## src/rtl/sv_stream_fifo.sv

```systemverilog
// Synchronous stream FIFO with valid/ready handshakes on both sides, first-word-fall-through
// output and a synchronous flush. No bypass paths, so minimum latency is one cycle.
`ifndef BUS_WIDTH
`define BUS_WIDTH 8
`endif

module sv_stream_fifo #(
    parameter int bus_width = `BUS_WIDTH,
    parameter int depth     = 4
) (
    input  logic                     clk,
    input  logic                     rst,
    input  logic                     flush,
    input  logic                     in_valid,
    output logic                     in_ready,
    input  logic [bus_width-1:0]     in_data,
    output logic                     out_valid,
    input  logic                     out_ready,
    output logic [bus_width-1:0]     out_data,
    output logic [$clog2(depth):0]   count
);

    localparam int aw = $clog2(depth);
    localparam int cw = aw + 1;

    logic [bus_width-1:0] mem_q [depth];
    logic [aw-1:0]        wr_ptr_q, wr_ptr_d;
    logic [aw-1:0]        rd_ptr_q, rd_ptr_d;
    logic [cw-1:0]        count_q, count_d;
    logic                 push, pop;

    assign in_ready  = (count_q != cw'(depth)) && !rst;
    assign out_valid = (count_q != '0);
    assign out_data  = mem_q[rd_ptr_q];
    assign count     = count_q;

    assign push = in_valid && in_ready;
    assign pop  = out_valid && out_ready;

    // NOTE: every signal assigned here gets a default first, so no path can infer a latch.
    always_comb begin
        wr_ptr_d = wr_ptr_q;
        rd_ptr_d = rd_ptr_q;
        count_d  = count_q;
        if (flush) begin
            wr_ptr_d = '0;
            rd_ptr_d = '0;
            count_d  = '0;
        end else begin
            if (push) wr_ptr_d = wr_ptr_q + aw'(1);
            if (pop)  rd_ptr_d = rd_ptr_q + aw'(1);
            case ({push, pop})
                2'b10:   count_d = count_q + cw'(1);
                2'b01:   count_d = count_q - cw'(1);
                default: count_d = count_q;
            endcase
        end
    end

    // NOTE: sequential state uses non-blocking assignments so all registers update together.
    always_ff @(posedge clk or posedge rst) begin
        if (rst) begin
            wr_ptr_q <= '0;
            rd_ptr_q <= '0;
            count_q  <= '0;
        end else begin
            wr_ptr_q <= wr_ptr_d;
            rd_ptr_q <= rd_ptr_d;
            count_q  <= count_d;
        end
    end

    // NOTE: storage is deliberately not reset; out_data is only meaningful while out_valid is high.
    always_ff @(posedge clk) begin
        if (push && !flush) mem_q[wr_ptr_q] <= in_data;
    end

endmodule

```

## config.mk

```make
export PLATFORM = sky130hd
export DESIGN_NAME = sv_stream_fifo
export DESIGN_NICKNAME = d
export VERILOG_FILES = /design/src/rtl/sv_stream_fifo.sv
export SDC_FILE = /design/constraint.sdc
export NUM_CORES = 1
export LEC_CHECK = 0
export ABC_AREA = 1
export CAP_MARGIN = 20
export CORE_UTILIZATION = 56
export DETAILED_ROUTE_END_ITERATION = 16
export GPL_TIMING_DRIVEN = 0
export PLACE_DENSITY = 0.83
export RECOVER_POWER = 25
export SYNTH_ARGS = -nofsm -noshare
export SYNTH_HDL_FRONTEND = slang
export SYNTH_SLANG_ARGS = --single-unit
```

## constraint.sdc

```tcl
create_clock -name clk -period 3.2 [get_ports clk]
set_clock_uncertainty 0.15 [all_clocks]
set_input_delay 0.64 -clock clk [delete_from_list [all_inputs] [get_ports clk]]
set_output_delay 0.64 -clock clk [all_outputs]
set_load 0.01 [all_outputs]
```

==> results.md <==
- FF-to-FF path depth: 6
- Metal2 WL: 1.800 mm
- CTS Sinks: 39
- Clk root buf: clkbuf_4
- R2R Path End: mem_q[3][7]
- Seq/Total Area, Yosys: 0.6817
- Vias in the first global route: 1230
- Detailed Routing Iterations Pass 1: 4
- Fmax: 337.9 MHz
- Mapped Cells: approximately 140
- Critical Path, Cell by Cell: buf_2 -> inv_1 -> buf_4 -> nor2_1 -> o22ai_1 -> clkdlybuf4s50_1
- Pwr dens: approximately 580 nW/um^2
- Die Y: around 57 um
- Layout area overhead: 20.27%
- Vias per cell: 5.709
- Critical path's slowest cell: clkdlybuf4s50_1
- Relative max-transition margin: 0.4382
- Initial antenna violation count: 0
- DR DRC count: 0
- Hold-fix buffers at CTS: 0
- DRT met1 WL: 1.398 mm
- First-pass GRT wire length: 5.582 mm
- Synth cell types: 22
- Worst Tran Pin Value: 0.8396 ns
- RR Startpoint: count[0]
- Port Buffer Count: 25
- Ant diodes: 0
- Core footprint: 2781 um^2
- Final RePlAce weighted congestion: about 0.77
- Peak fanout along the critical path: 10
- Initial drt markers: 33
- Clock transition at path regs: approximately 0.10 ns
- Yosys warnings: 0
- CP Buf/Inv Count: 4
- Post-CTS sizing: 0
- Site row count: 19
- Fin util: 0.7206
- Setup crit start kind: flop
- RSZ-0062 raised after global routing: false
- Layout fillers: 206
- Post-CTS Repair Setup Buffers: 0
- Hold slack: 0.4988 ns
- Final WL: 3.421 mm
- Min-Delay Path Class: reg -> reg
- Maximum vdd ir drop: 0.4129 mV
- Post-Syn Nets: 157
- Min-Delay Startpoint: wr_ptr_q[0]
- Max_cap viols: 0
- Die Wd: between 50 and 60 um
- Critical Path AT: 2.17 ns
- DP Cell Count: between 150 and 200
- WL met3: 180 um
- Hold Path Sink: wr_ptr_q[0]
- Num CTS Buffers: 5
- DR vias: 1159
- Starting density of the core: 0.5992
- Num ports: 26
- Grt total ovfl: 0
- P_leak: 0.7620 nW
- Synth Area per Inst: 11.99 um^2
- Fin. max-slew vios: 0
- #FFs+latches synth: 39
- Status: finished, final reports clean
- H-tree levels: 2
- Dpl hpwl: between 2 and 2.5 mm
- Delay-heaviest family, CP: buffers and inverters
- Netlist Area Pre-Place: 1667 um^2
- Top metal layer carrying routed signals: met4
- Critical path capture point type: output port
- Routed Antenna Nets: 0
- CP required: around 2.4 ns
- Placed Area: 1956 um^2
- Pin count of the biggest net entering global routing: 12
- Critical path type: reg -> out
- Worst hold path stage count: 3
- CTS tree: yes
- Critical Path Max Stage Delay: between 0.5 and 0.6 ns
- Die area: 3198 um^2
- Drt wl/cell: 16.85 um
- Post-route design area: about 2000 um^2
- Share of cells above drive strength 1: 0.09302
- Fin. Hold Viols: 0
- Reg2Reg Setup Slack: 0.96 ns
- Endpoints failing setup: 0
- Aggregate negative setup slack: 0 ns
- Clock tree buffer depth: 2
- Fin nets: between 150 and 200
- GRT Resource Usage Total: 0.2427
- Tcrit/Tclk final: 0.9247
- Fin crit period: between 2 and 3 ns
- Clock Latency Late Sink: around 0.34 ns
- Fin cells: 203
## sequential cells by signal, summed over array words and instances (netlist names)
name      count
wr_ptr_q      2
rd_ptr_q      2
mem_q        32
count         3
## per-layer routing
layer  GRT usage  up-vias
met5           0        -
met4      0.1359        0
met3     0.05530        5
met2      0.4101       34
met1      0.2843      566
li1            -      554
## Yosys cell counts (all sizes together)
cell,instances,area share
edfxtp,32,0.58
nor2,22,0.051
o21ai,19,0.057
nand2,15,0.038
inv,13,0.029
o22ai,8,0.030
dfrtp,7,0.11
nand3,5,0.021
ha,4,0.030
a21oi,3,0.0090
buf,3,0.011
nand4,3,0.011
a21boi,1,0.0068
clkinv,1,0.0023
fa,1,0.012
nand3b,1,0.0045
xnor2,1,0.0053
## cells in the final DEF (no fill, tap or decap), types with 2 or more instances in the layout
cell type,synthesis,layout
edfxtp_1,32,32
nor2_1,21,21
clkdlybuf4s50_1,0,20
o21ai_0,19,19
inv_1,12,12
nand2_1,12,12
o22ai_1,8,8
dfrtp_1,7,7
clkbuf_4,0,5
dlygate4sd3_1,0,5
ha_1,4,4
clkinv_1,1,3
a21oi_1,3,3
nand2_2,3,3
nand3_1,3,3
nand4_1,3,3
nand3_2,2,2
buf_2,2,2
## area by class of cell
class	instances	area, um^2	area share
plain buffers	3	17.52	0.008739
well taps	31	38.79	0.01935
clock buffers	6	41.29	0.02060
flip-flops and latches	39	1136	0.5668
repair buffers	25	250.2	0.1248
inverters	14	52.55	0.02622
clock inverters	2	7.507	0.003745
multi-input cells	83	460.4	0.2297
## worst max path at each step
stage           startpoint           to  slack [ns]  depth (start not counted)
6_report       rd_ptr_q[0]  out_data[3]        0.24                          6
5_1_grt        rd_ptr_q[0]  out_data[3]        0.13                          6
4_1_cts        rd_ptr_q[0]  out_data[3]        0.25                          6
3_5_place_dp           rst  mem_q[0][6]        0.15                          6
3_3_place_gp           rst  mem_q[0][5]        0.24                          6
2_1_floorplan          rst     count[2]        0.98                         11
## worst register-to-register path, cell delays in order, from the launching register on
cell and delay, ns:
dfrtp_1 0.46, nor2_2 0.11, nand2_1 0.08, nand3_2 0.11, nor2_1 0.19, inv_1 0.12, nor2_1 0.65
## kinds of logic (layout without fill, tap and decap cells)
family,after synthesis,after routing,share of synthesized area
adder cells (fa/ha/maj),5,5,0.04204
AND/OR/NAND/NOR,46,46,0.1261
XOR/XNOR,1,1,0.005256
flip-flops,39,39,0.6817
AO/OA/AOI/OAI,31,31,0.1029
buffers and inverters,17,50,0.04204
## power by group
| part | total (W) | switching, W | internal, W |
|---|---|---|---|
| sequential | 0.000591 | 0.0000210 | 0.000570 |
| clock | 0.000231 | 0.000150 | 0.0000814 |
| combinational | 0.000334 | 0.000182 | 0.000152 |
## stage by stage
step                      worst slack (ns)  total power, W
after floorplan                     0.9764       0.0007776
after detailed placement            0.1463       0.0009398
after CTS                           0.2478        0.001166
after global routing                0.1336        0.001211
final                               0.2409        0.001156
after global placement              0.2434       0.0009198
Power figures use the tool's default switching activity.
